File: config.mk
export PLATFORM = sky130hd
export DESIGN_NAME = cycle_report_tx
export DESIGN_NICKNAME = d
export VERILOG_FILES = /design/src/rtl/lalu_pkg.sv /design/src/rtl/uart_byte_tx.sv /design/src/rtl/cycle_report_tx.sv
export SDC_FILE = /design/constraint.sdc
export NUM_CORES = 1
export LEC_CHECK = 0
export CORE_UTILIZATION = 60
export DETAILED_ROUTE_END_ITERATION = 8
export GPL_ROUTABILITY_DRIVEN = 0
export HOLD_SLACK_MARGIN = 0.08
export PLACE_DENSITY = 0.88
export SETUP_SLACK_MARGIN = 0.02
export SLEW_MARGIN = 20
export SYNTH_ARGS = -nofsm -noshare
export SYNTH_HDL_FRONTEND = slang
export SYNTH_SLANG_ARGS = --single-unit
export TNS_END_PERCENT = 30
File: constraint.sdc
create_clock -name clk -period 3.9 [get_ports clk]
set_clock_uncertainty 0.05 [all_clocks]
set_input_delay 0.585 -clock clk [delete_from_list [all_inputs] [get_ports clk]]
set_output_delay 0.585 -clock clk [all_outputs]
set_load 0.05 [all_outputs]
File: src/rtl/lalu_pkg.sv
// Shared types and constants for the halt-triggered cycle report transmitter.
package lalu_pkg;

  typedef enum logic [2:0] {IDLE, ARM, START, DATA, STOP} rpt_state_t;

  // Frame-level sequencing in the top; bit-level timing lives in uart_byte_tx.
  typedef enum logic [1:0] {FRAME_IDLE, FRAME_ARM, FRAME_SEND} frame_state_t;

  localparam logic [7:0] ASCII_CR     = 8'h0D;
  localparam logic [7:0] ASCII_LF     = 8'h0A;
  localparam int         REPORT_BYTES = 6;

endpackage

File: src/rtl/uart_byte_tx.sv
// UART 8N1 byte serializer: a byte accepted on start&&ready drives its start bit from the next edge.
// ready is also high in the last stop-bit cycle, so consecutive bytes run back-to-back.
module uart_byte_tx
  import lalu_pkg::*;
#(
  parameter int CLKS_PER_BIT = 16
) (
  input  logic       clk,
  input  logic       rst,
  input  logic       start,
  input  logic [7:0] data,
  output logic       tx,
  output logic       ready,
  output logic       stopEnd
);

  localparam int BAUD_W = (CLKS_PER_BIT > 1) ? $clog2(CLKS_PER_BIT) : 1;
  localparam logic [BAUD_W-1:0] BAUD_LAST = BAUD_W'(CLKS_PER_BIT - 1);

  rpt_state_t        state, stateNext;
  logic [BAUD_W-1:0] baud, baudNext;
  logic [2:0]        bitIdx, bitIdxNext;
  logic [7:0]        shReg, shRegNext;
  logic              txR, txNext;
  logic              bitEnd;

  assign bitEnd  = (baud == BAUD_LAST);
  assign stopEnd = (state == STOP) && bitEnd;
  assign ready   = (state == IDLE) || stopEnd;
  assign tx      = txR;

  always_comb begin
    stateNext  = state;
    baudNext   = '0;
    bitIdxNext = bitIdx;
    shRegNext  = shReg;
    if (state != IDLE) begin
      baudNext = bitEnd ? '0 : baud + 1'b1;
    end
    case (state)
      START: begin
        if (bitEnd) begin
          stateNext  = DATA;
          bitIdxNext = '0;
        end
      end
      DATA: begin
        if (bitEnd) begin
          shRegNext = {1'b0, shReg[7:1]};
          if (bitIdx == 3'd7) begin
            stateNext = STOP;
          end else begin
            bitIdxNext = bitIdx + 3'd1;
          end
        end
      end
      STOP: begin
        if (bitEnd) begin
          stateNext = IDLE;
        end
      end
      default: stateNext = IDLE;
    endcase
    if (start && ready) begin
      stateNext = START;
      shRegNext = data;
      baudNext  = '0;
    end
    // Line level is registered from the next state so tx never glitches between bits.
    txNext = 1'b1;
    if (stateNext == START) begin
      txNext = 1'b0;
    end else if (stateNext == DATA) begin
      txNext = shRegNext[0];
    end
  end

  always_ff @(posedge clk or posedge rst) begin
    if (rst) begin
      state  <= IDLE;
      baud   <= '0;
      bitIdx <= '0;
      shReg  <= '0;
      txR    <= 1'b1;
    end else begin
      state  <= stateNext;
      baud   <= baudNext;
      bitIdx <= bitIdxNext;
      shReg  <= shRegNext;
      txR    <= txNext;
    end
  end

endmodule

File: src/rtl/cycle_report_tx.sv
// On a rising halt, latches the frozen cycle count and sends it once over UART as 4 hex digits + CR LF.
// First start bit 2 edges after the trigger; done pulses as the last stop bit ends.
module cycle_report_tx
  import lalu_pkg::*;
#(
  parameter int CLKS_PER_BIT = 16
) (
  input  logic        clk,
  input  logic        rst,
  input  logic        halt,
  input  logic [15:0] cycle_count,
  output logic        tx,
  output logic        busy,
  output logic        done
);

  localparam logic [2:0] LAST_BYTE = 3'(REPORT_BYTES - 1);

  frame_state_t state, stateNext;
  logic         haltQ;
  logic         trigger;
  logic [15:0]  cntR, cntNext;
  logic [2:0]   byteIdx, byteIdxNext;
  logic         doneR, doneNext;
  logic         byteStart;
  logic [7:0]   byteData;
  logic         txReady;
  logic         txStopEnd;

  function automatic logic [7:0] hexAscii(input logic [3:0] n);
    if (n < 4'd10) begin
      return 8'h30 + {4'h0, n};
    end
    return 8'h37 + {4'h0, n};
  endfunction

  function automatic logic [7:0] frameByte(input logic [15:0] cnt, input logic [2:0] idx);
    case (idx)
      3'd0:    return hexAscii(cnt[15:12]);
      3'd1:    return hexAscii(cnt[11:8]);
      3'd2:    return hexAscii(cnt[7:4]);
      3'd3:    return hexAscii(cnt[3:0]);
      3'd4:    return ASCII_CR;
      default: return ASCII_LF;
    endcase
  endfunction

  assign trigger = halt & ~haltQ;
  assign busy    = (state != FRAME_IDLE);
  assign done    = doneR;

  always_comb begin
    stateNext   = state;
    cntNext     = cntR;
    byteIdxNext = byteIdx;
    doneNext    = 1'b0;
    byteStart   = 1'b0;
    byteData    = frameByte(cntR, byteIdx);
    case (state)
      FRAME_IDLE: begin
        if (trigger) begin
          stateNext = FRAME_ARM;
        end
      end
      // The counter stops on the trigger edge itself, so the count is sampled one edge later.
      FRAME_ARM: begin
        cntNext     = cycle_count;
        byteIdxNext = '0;
        byteStart   = txReady;
        byteData    = frameByte(cycle_count, 3'd0);
        stateNext   = FRAME_SEND;
      end
      FRAME_SEND: begin
        if (txStopEnd) begin
          if (byteIdx < LAST_BYTE) begin
            byteIdxNext = byteIdx + 3'd1;
            byteStart   = 1'b1;
            byteData    = frameByte(cntR, byteIdx + 3'd1);
          end else begin
            stateNext = FRAME_IDLE;
            doneNext  = 1'b1;
          end
        end
      end
      default: stateNext = FRAME_IDLE;
    endcase
  end

  always_ff @(posedge clk or posedge rst) begin
    if (rst) begin
      state   <= FRAME_IDLE;
      haltQ   <= 1'b0;
      cntR    <= '0;
      byteIdx <= '0;
      doneR   <= 1'b0;
    end else begin
      state   <= stateNext;
      haltQ   <= halt;
      cntR    <= cntNext;
      byteIdx <= byteIdxNext;
      doneR   <= doneNext;
    end
  end

  uart_byte_tx #(
    .CLKS_PER_BIT(CLKS_PER_BIT)
  ) uByteTx (
    .clk    (clk),
    .rst    (rst),
    .start  (byteStart),
    .data   (byteData),
    .tx     (tx),
    .ready  (txReady),
    .stopEnd(txStopEnd)
  );

endmodule

==> results of run 1 <==
[area by class of cell]
type	count	share of cell area
Multi-Input combinational cell	251	0.520
Clock buffer	7	0.0271
Inverter	25	0.0295
Clock inverter	1	0.00943
Tap cell	52	0.0204
Timing Repair Buffer	23	0.0708
Sequential cell	41	0.323
[layer usage]
| layer | vias to the layer above | track usage | part of all wire | wire, um |
|---|---|---|---|---|
| met2 | 131 | 0.433 | 0.45 | 3010 |
| met5 | - | 0 | 0 | 0 |
| li1 | 1230 | - | - | - |
| met3 | 35 | 0.0584 | 0.074 | 488 |
| met1 | 1174 | 0.390 | 0.43 | 2860 |
| met4 | 0 | 0.147 | 0.042 | 278 |
[path summary, 6_finish.rpt]
check	from	end	slack, ns
setup reg to reg	byteIdx[2]	uByteTx.shReg[6]	1.58
min in group asynchronous	rst	cntR[7]	0.66
hold reg to reg	uByteTx.baud[0]	uByteTx.baud[0]	0.42
hold / removal	uByteTx.baud[0]	uByteTx.baud[0]	0.42
max in group asynchronous	rst	uByteTx.tx	2.77
setup / recovery	state[0]	busy	1.41
[metrics by stage]
step / total power [uW] / setup WS, ns
2_1_floorplan: 446 / 1.86
3_3_place_gp: 470 / 1.75
3_5_place_dp: 471 / 1.65
4_1_cts: 828 / 1.41
5_1_grt: 847 / 1.34
6_report: 827 / 1.41
[registers in the layout (all words and copies together) (netlist names)]
name / cells
uByteTx.baud: 4
uByteTx.tx: 1
haltQ: 1
uByteTx.bitIdx: 3
done: 1
uByteTx.state: 3
byteIdx: 3
state: 2
cntR: 16
uByteTx.shReg: 7
[power breakdown]
group,internal (uW),switching (uW)
Combinational,19.5,16.9
Clock,209,156
Sequential,425,0.107
Total,654,173
[synth_stat cells (2+ instances only)]
cell | count | area [um^2]
sky130_fd_sc_hd__a211oi_1 | 2 | 15.0
sky130_fd_sc_hd__a21boi_0 | 4 | 30.0
sky130_fd_sc_hd__a21oi_1 | 27 | 135
sky130_fd_sc_hd__a222oi_1 | 2 | 20.0
sky130_fd_sc_hd__a22o_1 | 2 | 17.5
sky130_fd_sc_hd__a22oi_1 | 12 | 90.1
sky130_fd_sc_hd__a31oi_1 | 3 | 18.8
sky130_fd_sc_hd__a32oi_1 | 2 | 17.5
sky130_fd_sc_hd__and3_1 | 6 | 37.5
sky130_fd_sc_hd__buf_2 | 4 | 20.0
sky130_fd_sc_hd__buf_6 | 3 | 33.8
sky130_fd_sc_hd__clkbuf_1 | 7 | 26.3
sky130_fd_sc_hd__dfrtp_1 | 40 | 1000
sky130_fd_sc_hd__ha_1 | 18 | 225
sky130_fd_sc_hd__inv_1 | 25 | 93.8
sky130_fd_sc_hd__mux2_2 | 8 | 90.1
sky130_fd_sc_hd__mux2i_1 | 5 | 50.1
sky130_fd_sc_hd__nand2_1 | 34 | 128
sky130_fd_sc_hd__nand2b_1 | 2 | 12.5
sky130_fd_sc_hd__nand3_1 | 7 | 35.0
sky130_fd_sc_hd__nand4_1 | 3 | 18.8
sky130_fd_sc_hd__nor2_1 | 15 | 56.3
sky130_fd_sc_hd__nor2_2 | 2 | 12.5
sky130_fd_sc_hd__nor2b_1 | 6 | 37.5
sky130_fd_sc_hd__nor3_1 | 9 | 45.0
sky130_fd_sc_hd__o211ai_1 | 3 | 22.5
sky130_fd_sc_hd__o21a_1 | 3 | 22.5
sky130_fd_sc_hd__o21ai_0 | 38 | 190
sky130_fd_sc_hd__o21ai_1 | 5 | 25.0
sky130_fd_sc_hd__o31ai_1 | 2 | 15.0
sky130_fd_sc_hd__or3_1 | 2 | 12.5
sky130_fd_sc_hd__xnor2_1 | 5 | 43.8
sky130_fd_sc_hd__xor2_1 | 2 | 17.5
[cell families after synthesis]
logic type	count (synthesis)	share of synthesized area
compound gates	118	0.258
xor+xnor	7	0.0214
fa+ha+maj	18	0.0786
buf+inv	40	0.0633
flops	41	0.359
mux	14	0.0529
simple gates	94	0.167
==> metrics.log, run 1 <==
INFO  metric outcome = complete, no violations
INFO  metric drv.max_cap_violation_count = 0
INFO  metric viasPerCell = around 6.4
INFO  metric vias = 2570
INFO  metric crit_top_cell = sky130_fd_sc_hd__inv_1
INFO  metric cts-hold-fix-buffers = 0
INFO  metric detailedRoute.firstPassIterationCount = 5
INFO  metric setup-violations-final = 0
INFO  metric highest_clock_rate = about 400 MHz
INFO  metric drt-total-wl = ~6.6 mm
INFO  metric syn-cell-area = 2860 um^2
INFO  metric critical_path_class = flop to primary output
INFO  metric slew_headroom = 0.610
INFO  metric grt_overflow = 0
INFO  metric yosysWarningCount = 0
INFO  metric synth_fp_nets = between 300 and 400
INFO  metric layout.filler_cells = 331
INFO  metric insertion_delay = a little over 0.3 ns
INFO  metric detailedRoute.firstIterationViolations = 259
INFO  metric detail_route.drc_violations = 0
INFO  metric die_area = 5050 um^2
INFO  metric path_cells = inv_1 > ha_1 > inv_1 > clkdlybuf4s50_1
INFO  metric synth_flop_cell = sky130_fd_sc_hd__dfrtp_1
INFO  metric numPortBuffers = 21
INFO  metric crit_required = approximately 3.3 ns
INFO  metric share_of_synthesized_area_occupied_by_flip_flops_and_latches = 0.359
INFO  metric die-height = 71.1 um
INFO  metric dp.cells = a little under 400
INFO  metric dp_hpwl = about 4.7 mm
INFO  metric clockBufferDepth = 2
INFO  metric cts.htree.levels = 2
INFO  metric startpoint_type = flop
INFO  metric drive_gt1_frac = 0.0891
INFO  metric slew_viol_final = 0
INFO  metric grt_antenna_before_repair = 0
INFO  metric floorplan.core_area = between 4000 and 5000 um^2
INFO  metric fin_tns_setup = 0 ns
INFO  metric area_delta_synth_final = 11.1%
INFO  metric irDropWorstVdd = about 0.00017 V
INFO  metric worst-path-stages = 4
INFO  metric routed_length_per_instance = around 17 um
INFO  metric postLayoutCellArea = between 3000 and 4000 um^2
INFO  metric synth-async-reset-ratio = 1.00
INFO  metric fin_crit_sh = 0.637
INFO  metric finish.net_count = between 300 and 400
INFO  metric final-seq-area = 1030 um^2
INFO  metric fin_worst_hold_slack = approximately 0.42 ns
INFO  metric final_hold_viol_count = 0
INFO  metric largest_net_degree_at_the_start_of_global_routing = 42
INFO  metric post_synth_num_cell_types = 57
INFO  metric crit_path_top_delay_cell = sky130_fd_sc_hd__clkdlybuf4s50_1
INFO  metric layout_common_cells = sky130_fd_sc_hd__dfrtp_1, sky130_fd_sc_hd__o21ai_0, sky130_fd_sc_hd__nand2_1
INFO  metric cts-buffers-inserted = 5
INFO  metric area_taken_by_multi_input_logic_gates = around 1700 um^2
INFO  metric layout_commonest_cell = sky130_fd_sc_hd__dfrtp_1
INFO  metric synth_area_per_cell = between 8 and 9 um^2
INFO  metric row_count = 24
INFO  metric path_delay_family = buffers and inverters
INFO  metric start_util = 0.640
INFO  metric cts.clk_slew.worst_paths = around 0.08 ns
INFO  metric cts-resized-gates = 0
INFO  metric leakage = between 0.001 and 0.0015 uW
INFO  metric holdCritPathClass = flop to flop
INFO  metric ios = 22
INFO  metric path_max_fanout = 3
INFO  metric rsz_0062_raised_after_global_routing = false
INFO  metric dieWidth = 71.1 um
INFO  metric antenna-diode-count = 0
INFO  metric postCtsSetupBuffers = 0
INFO  metric layout_min_cycle_time = between 2 and 2.5 ns
INFO  metric endpoint_kind = primary output
INFO  metric critPathMaxStageDelay = approximately 0.81 ns
INFO  metric clk_root_buffer_cell = sky130_fd_sc_hd__clkbuf_8
INFO  metric synth-seq-cells = ~40
INFO  metric tightest_slew = about 0.58 ns
INFO  metric cts_tree = done
INFO  metric worst-endpoint-arrival = 1.85 ns
INFO  metric ant_nets = 0
INFO  metric wire_length_of_the_first_global_routing_pass = around 11 mm
INFO  metric hold-path-cell-count = 1
INFO  metric clkSinkCount = between 40 and 50
INFO  metric track_usage = 0.286
INFO  metric detailed_place.area = between 3000 and 4000 um^2
INFO  metric gate_count_post_synth = between 300 and 400
INFO  metric power.density_cell_area = about 260 nW/um^2
INFO  metric first_global_vias = between 2000 and 2500
INFO  metric fin_util = 0.711
INFO  metric layout.cells.non_filler = 400
INFO  metric number_of_synthesized_flops_with_an_enable_pin = 0
INFO  metric worst-r2r-cell-count = 8
INFO  metric critPathBufInv = 3
No activity file was read; power rests on OpenSTA's default activity.
==> inputs of run 2 (changes only) <==
Settings changed: CORE_UTILIZATION 60 to 53, PLACE_DENSITY 0.88 to 0.82.
Clock period 3.9 ns to 2.2 ns, I/O delays scaled along.
==> run 2 against run 1 <==
Net effect: core utilization fell by 8.1 points; flip-flop and latch count did not move; critical path depth rose by 3; largest power group unchanged; count of clock-buffer cells in the layout fell by 1; via count rose by 0.23%; worst setup slack got worse by 1.3 ns; worst hold slack got worse by 0.032 ns; highest routed layer unchanged; first-iteration DRC count fell by 3.5%.
==> metrics.log, run 2 (same netlist as run 1, synthesis figures left out) <==
INFO  metric detailedRoute.firstIterationViolations = 250 (was 259)
INFO  metric track_usage = 0.255 (was 0.286)
INFO  metric slew_headroom = 0.656 (was 0.610)
INFO  metric cts.htree.levels = 2 (unchanged)
INFO  metric die_area = 5700 um^2 (was 5050 um^2)
INFO  metric clkSinkCount = 41 (unchanged)
INFO  metric viasPerCell = 6.06 (was 6.43)
INFO  metric fin_crit_sh = 0.937
INFO  metric rsz_0062_raised_after_global_routing = false (unchanged)
INFO  metric startpoint_type = flop (unchanged)
INFO  metric die-height = 75.5 um (was 71.1 um)
INFO  metric layout.filler_cells = 463 (was 331)
INFO  metric routed_length_per_instance = 15.5 um (was 16.6 um)
INFO  metric row_count = 26 (was 24)
INFO  metric finish.net_count = 391 (was 384)
INFO  metric fin_tns_setup = 0 ns (unchanged)
INFO  metric path_max_fanout = 9 (was 3)
INFO  metric postLayoutCellArea = 3240 um^2 (was 3180 um^2)
INFO  metric endpoint_kind = flop (was primary output)
INFO  metric holdCritPathClass = primary input to asynchronous set/reset pin (was flop to flop)
INFO  metric drv.max_cap_violation_count = 0 (unchanged)
INFO  metric tightest_slew = 0.515 ns (was 0.579 ns)
INFO  metric drt-total-wl = 6.59 mm (was 6.64 mm)
INFO  metric vias = 2576 (was 2570)
INFO  metric cts_tree = done (unchanged)
INFO  metric clk_root_buffer_cell = sky130_fd_sc_hd__clkbuf_8 (unchanged)
INFO  metric layout_min_cycle_time = 2.06 ns
INFO  metric crit_required = 2.38 ns (was 3.26 ns)
INFO  metric layout_common_cells = sky130_fd_sc_hd__o21ai_0, sky130_fd_sc_hd__dfrtp_1, sky130_fd_sc_hd__nand2_1 (was sky130_fd_sc_hd__dfrtp_1, sky130_fd_sc_hd__o21ai_0, sky130_fd_sc_hd__nand2_1)
INFO  metric first_global_vias = 2371 (was 2423)
INFO  metric start_util = 0.557 (was 0.640)
INFO  metric detailed_place.area = 3140 um^2 (was 3070 um^2)
INFO  metric cts-resized-gates = 0 (unchanged)
INFO  metric numPortBuffers = 21 (unchanged)
INFO  metric fin_util = 0.630 (was 0.711)
INFO  metric reg_top3 = cntR: 16 flops, uByteTx.shReg: 7 flops, uByteTx.baud: 4 flops (unchanged)
INFO  metric worst-endpoint-arrival = 2.25 ns (was 1.85 ns)
INFO  metric detail_route.drc_violations = 0 (unchanged)
INFO  metric dp_hpwl = 4.94 mm (was 4.67 mm)
INFO  metric r2r_start = byteIdx[1] (was byteIdx[2])
INFO  metric cp-endpoint = uByteTx.shReg[2] (was busy)
INFO  metric highest_clock_rate = 485 MHz
INFO  metric ios = 22 (unchanged)
INFO  metric cts.clk_slew.worst_paths = 0.08 ns (about the same)
INFO  metric postCtsSetupBuffers = 0 (unchanged)
INFO  metric drive_gt1_frac = 0.118 (was 0.0891)
INFO  metric largest_net_degree_at_the_start_of_global_routing = 42 (unchanged)
INFO  metric irDropWorstVdd = 0.000377 V (was 0.000175 V)
INFO  metric setup-violations-final = 0 (unchanged)
INFO  metric worst-r2r-cell-count = 7 (was 8)
INFO  metric ant_nets = 0 (unchanged)
INFO  metric setup.worst_path.start = byteIdx[1] (was state[0])
INFO  metric area_delta_synth_final = 13.1% (was 11.1%)
INFO  metric wire_length_of_the_first_global_routing_pass = 10.9 mm (was 11.2 mm)
INFO  metric worstReg2RegEnd = uByteTx.shReg[2] (was uByteTx.shReg[6])
INFO  metric detailedRoute.firstPassIterationCount = 6 (was 5)
INFO  metric critical_path_class = flop to flop (was flop to primary output)
INFO  metric power.density_cell_area = 418 nW/um^2 (was 260 nW/um^2)
INFO  metric cts-hold-fix-buffers = 0 (unchanged)
INFO  metric leakage = 0.00148 uW (was 0.00145 uW)
INFO  metric grt_antenna_before_repair = 0 (unchanged)
INFO  metric grt_overflow = 0 (unchanged)
INFO  metric final_hold_viol_count = 0 (unchanged)
INFO  metric outcome = complete, no violations (unchanged)
INFO  metric cts-buffers-inserted = 5 (unchanged)
INFO  metric fin_worst_hold_slack = 0.389 ns (was 0.420 ns)
INFO  metric clockBufferDepth = 2 (unchanged)
INFO  metric insertion_delay = 0.31 ns (about the same)
INFO  metric regMostFlops = cntR (unchanged)
INFO  metric floorplan.core_area = 5140 um^2 (was 4470 um^2)
INFO  metric slew_viol_final = 0 (unchanged)
INFO  metric antenna-diode-count = 0 (unchanged)
INFO  metric r2r_setup_slack = 0.14 ns (was 1.58 ns)
INFO  metric largest_reg_flops = 16 (unchanged)
INFO  metric dieWidth = 75.5 um (was 71.1 um)
==> run 2: report_power, final <==
group / switching, uW / internal (uW) / total (uW) / leakage [uW]
combinational: 29.5 / 34.5 / 63.9 / 0.000938
sequential: 0.192 / 754 / 754 / 0.000486
clock: 281 / 254 / 535 / 0.0000512
total: 310 / 1040 / 1350 / 0.00148
==> run 2: area by class of cell <==
class                   instances  area (um^2)  share of cell area
clock buffers                   6         82.6              0.0255
clock inverters                 2         13.8             0.00425
inverters                      25         93.8              0.0290
multi-input cells             251         1660               0.511
flip-flops and latches         41         1030               0.318
well taps                      70         87.6              0.0270
repair buffers                 30          275              0.0850
==> run 2: per-layer routing <==
metal | up-vias | routed length [um] | part of all wire | global-route usage
met5 | - | 0 | 0 | 0
met4 | 0 | 217 | 0.033 | 0.130
met3 | 27 | 445 | 0.068 | 0.0608
met2 | 117 | 3160 | 0.48 | 0.413
met1 | 1185 | 2760 | 0.42 | 0.318
li1 | 1247 | - | - | -
==> run 2: critical path, cell delays in order, from the launching register on <==
cell and delay, ns:
sky130_fd_sc_hd__dfrtp_2 0.46, sky130_fd_sc_hd__inv_1 0.09, sky130_fd_sc_hd__ha_1 0.35, sky130_fd_sc_hd__nor2b_1 0.34
sky130_fd_sc_hd__o21ai_0 0.16, sky130_fd_sc_hd__o311ai_0 0.14, sky130_fd_sc_hd__o21ai_0 0.18, sky130_fd_sc_hd__a32oi_1 0.21
==> run 2: how the worst min path moves through the flow <==
stage / slack (ns) / end / from / depth (start not counted)
after floorplan: 0.31 / haltQ / halt / 0
after global placement: 0.40 / uByteTx.baud[0] / uByteTx.baud[0] / 1
after detailed placement: 0.42 / uByteTx.baud[0] / uByteTx.baud[0] / 1
after CTS: 0.41 / uByteTx.bitIdx[2] / rst / 3
after global routing: 0.45 / uByteTx.baud[0] / uByteTx.baud[0] / 1
final: 0.39 / uByteTx.baud[3] / rst / 3
==> run 2: through the flow <==
stage	worst slack (ns)	instances	total power (uW)
finish	0.138	425	1350
global route	0.0554	425	1410
CTS	0.135	425	1370
detailed placement	0.139	417	834
global placement	0.213	417	833
floorplan	0.163	332	790
==> inputs of run 3 (changes only) <==
Settings changed: CORE_ASPECT_RATIO set to 0.75.
==> run 3 against run 2 <==
Net effect: register-to-register slack is essentially flat; combinational power rose by 0.6%; highest routed layer unchanged; worst hold slack better by 0.020 ns; flip-flop and latch count stayed put; critical endpoint is now uByteTx.shReg[3]; global-route usage shrank 0.31 points.
==> metrics.log, run 3 (same netlist as run 1, synthesis figures left out) <==
INFO  metric outcome = complete, no violations (unchanged)
INFO  metric pre_cts_ws = 0.0842 ns (was 0.139 ns)
INFO  metric setup-violations-final = 0 (unchanged)
INFO  metric highest_clock_rate = 484 MHz (was 485 MHz)
INFO  metric detail_route.drc_violations = 0 (unchanged)
INFO  metric worst_slack = 0.133 ns (was 0.138 ns)
INFO  metric largest_reg_flops = 16 (unchanged)
INFO  metric grt_antenna_before_repair = 0 (unchanged)
INFO  metric critical_path_class = flop to flop (unchanged)
INFO  metric dp_hpwl = 4.90 mm (was 4.94 mm)
INFO  metric regMostFlops = cntR (unchanged)
INFO  metric first_global_vias = 2309 (was 2371)
INFO  metric tightest_slew = 0.521 ns (was 0.515 ns)
INFO  metric ios = 22 (unchanged)
INFO  metric ant_nets = 0 (unchanged)
INFO  metric row_count = 22 (was 26)
INFO  metric worst-endpoint-arrival = 2.17 ns (was 2.25 ns)
INFO  metric irDropWorstVdd = 0.000331 V (was 0.000377 V)
INFO  metric clockBufferDepth = 2 (unchanged)
INFO  metric die-height = 65.7 um (was 75.5 um)
INFO  metric share_comb_of_total_power = 0.045 (was 0.047)
INFO  metric clkSinkCount = 41 (unchanged)
INFO  metric detailed_place.area = 3150 um^2 (was 3140 um^2)
INFO  metric largest_net_degree_at_the_start_of_global_routing = 42 (unchanged)
INFO  metric slew_viol_final = 0 (unchanged)
INFO  metric cell_internal_pwr = 1130 uW (was 1040 uW)
INFO  metric routed-wl-met3 = 659 um (was 445 um)
INFO  metric r2r_start = byteIdx[0] (was byteIdx[1])
INFO  metric numPortBuffers = 21 (unchanged)
INFO  metric detailedRoute.firstPassIterationCount = 9 (was 6)
INFO  metric die_area = 5700 um^2 (about the same)
INFO  metric power.share.clock = 0.424 (was 0.395)
INFO  metric start_util = 0.569 (was 0.557)
INFO  metric cts-buffers-inserted = 5 (unchanged)
INFO  metric worst-r2r-cell-count = 7 (unchanged)
INFO  metric share_of_total_power_in_sequential_cells = 0.530 (was 0.557)
INFO  metric drt-total-wl = 6.69 mm (was 6.59 mm)
INFO  metric dieWidth = 86.9 um (was 75.5 um)
INFO  metric wire_length_of_the_first_global_routing_pass = 11.0 mm (was 10.9 mm)
INFO  metric finish.net_count = 390 (was 391)
INFO  metric antenna-diode-count = 0 (unchanged)
INFO  metric drive_gt1_frac = 0.121 (was 0.118)
INFO  metric rsz_0062_raised_after_global_routing = true (was false)
INFO  metric sum_of_met2_wire_segment_lengths_after_detailed_routing = 2.75 mm (was 3.16 mm)
INFO  metric area_delta_synth_final = 14.1% (was 13.1%)
INFO  metric endpoint_kind = flop (unchanged)
INFO  metric power.density_cell_area = 435 nW/um^2 (was 418 nW/um^2)
INFO  metric layout.cells.non_filler = 426 (was 425)
INFO  metric insertion_delay = 0.29 ns (was 0.31 ns)
INFO  metric maxUsedRoutingLayer = met4 (unchanged)
INFO  metric path_max_fanout = 8 (was 9)
INFO  metric reg_top3 = cntR: 16 flops, uByteTx.shReg: 7 flops, uByteTx.baud: 4 flops (unchanged)
INFO  metric fin_tns_setup = 0 ns (unchanged)
INFO  metric switching_share = 0.208 (was 0.229)
INFO  metric post-layout-total-power = 1420 uW (was 1350 uW)
INFO  metric postLayoutCellArea = 3270 um^2 (was 3240 um^2)
INFO  metric layout_commonest_cell = sky130_fd_sc_hd__dfrtp_1
INFO  metric worstReg2RegEnd = uByteTx.shReg[3] (was uByteTx.shReg[2])
INFO  metric floorplan.core_area = 5040 um^2 (was 5140 um^2)
INFO  metric final_hold_viol_count = 0 (unchanged)
INFO  metric viasPerCell = 6.01 (was 6.06)
INFO  metric cts_tree = done (unchanged)
INFO  metric leakage = 0.00148 uW (about the same)
INFO  metric crit_required = 2.30 ns (was 2.38 ns)
INFO  metric routed_length_per_instance = 15.7 um (was 15.5 um)
INFO  metric dp.cells = 418 (was 417)
INFO  metric detailedRoute.firstIterationViolations = 392 (was 250)
INFO  metric holdCritPathClass = primary input to asynchronous set/reset pin (unchanged)
INFO  metric r2r_setup_slack = 0.13 ns (was 0.14 ns)
INFO  metric track_usage = 0.252 (was 0.255)
INFO  metric fin_crit_sh = 0.940 (was 0.937)
INFO  metric cts-resized-gates = 0 (unchanged)
INFO  metric vias = 2559 (was 2576)
INFO  metric startpoint_type = flop (unchanged)
INFO  metric slew_headroom = 0.653 (was 0.656)
INFO  metric layout_min_cycle_time = 2.07 ns (was 2.06 ns)
INFO  metric cts.clk_slew.worst_paths = 0.08 ns (about the same)
INFO  metric grt_overflow = 0 (unchanged)
INFO  metric cts-hold-fix-buffers = 0 (unchanged)
INFO  metric switchingPower = 296 uW (was 310 uW)
INFO  metric clk_root_buffer_cell = sky130_fd_sc_hd__clkbuf_8 (unchanged)
INFO  metric postCtsSetupBuffers = 0 (unchanged)
INFO  metric wirelength_met1 = 3.21 mm (was 2.76 mm)
INFO  metric layout_common_cells = sky130_fd_sc_hd__dfrtp_1, sky130_fd_sc_hd__o21ai_0, sky130_fd_sc_hd__nand2_1 (was sky130_fd_sc_hd__o21ai_0, sky130_fd_sc_hd__dfrtp_1, sky130_fd_sc_hd__nand2_1)
INFO  metric cts.htree.levels = 2 (unchanged)
INFO  metric drv.max_cap_violation_count = 0 (unchanged)
==> run 3: worst max-delay path by stage <==
stage / to / from / slack [ns] / cells past startpoint
2_1_floorplan: uByteTx.shReg[3] / byteIdx[0] / 0.16 / 7
4_1_cts: uByteTx.shReg[4] / byteIdx[1] / 0.06 / 8
3_3_place_gp: uByteTx.shReg[3] / byteIdx[0] / 0.18 / 7
5_1_grt: uByteTx.shReg[3] / byteIdx[0] / 0.01 / 7
6_report: uByteTx.shReg[3] / byteIdx[0] / 0.13 / 7
3_5_place_dp: uByteTx.shReg[3] / byteIdx[1] / 0.08 / 7
==> run 3: layout make-up <==
type,instances,area [um^2]
fillers,435,1770
multi-input cells,251,1670
well taps,72,90.1
clock inverters,2,35.0
inverters,25,93.8
flip-flops and latches,41,1030
repair buffers,29,280
clock buffers,6,72.6
==> run 3: routing by layer <==
layer | global-route usage | up-vias
li1 | - | 1238
met1 | 0.376 | 1173
met2 | 0.365 | 136
met3 | 0.0603 | 12
met4 | 0.0563 | 0
met5 | 0 | -
==> run 3: critical path, stage by stage (launching register included) <==
cell                       delay, ns
sky130_fd_sc_hd__dfrtp_2        0.43
sky130_fd_sc_hd__inv_1          0.09
sky130_fd_sc_hd__ha_1           0.30
sky130_fd_sc_hd__and3_1         0.23
sky130_fd_sc_hd__o31ai_2        0.34
sky130_fd_sc_hd__nand4_1        0.13
sky130_fd_sc_hd__a311oi_1       0.29
sky130_fd_sc_hd__a21oi_1        0.06
==> run 3: power groups by stage <==
stage	Sequential [uW]	Clock, uW	Combinational (uW)
after floorplan	769	0	21.4
after global placement	769	0	64.8
after detailed placement	769	0	65.3
after CTS	754	605	65.8
after global routing	754	638	73.2
final	754	603	64.3
==> run 3: metrics by stage <==
| step | hold WS, ns | utilization |
|---|---|---|
| after global placement | 0.399 | 0.625 |
| final | 0.409 | 0.649 |
| after global routing | 0.461 | 0.649 |
| after floorplan | 0.311 | - |
| after detailed placement | 0.408 | 0.625 |
| after CTS | 0.419 | 0.646 |
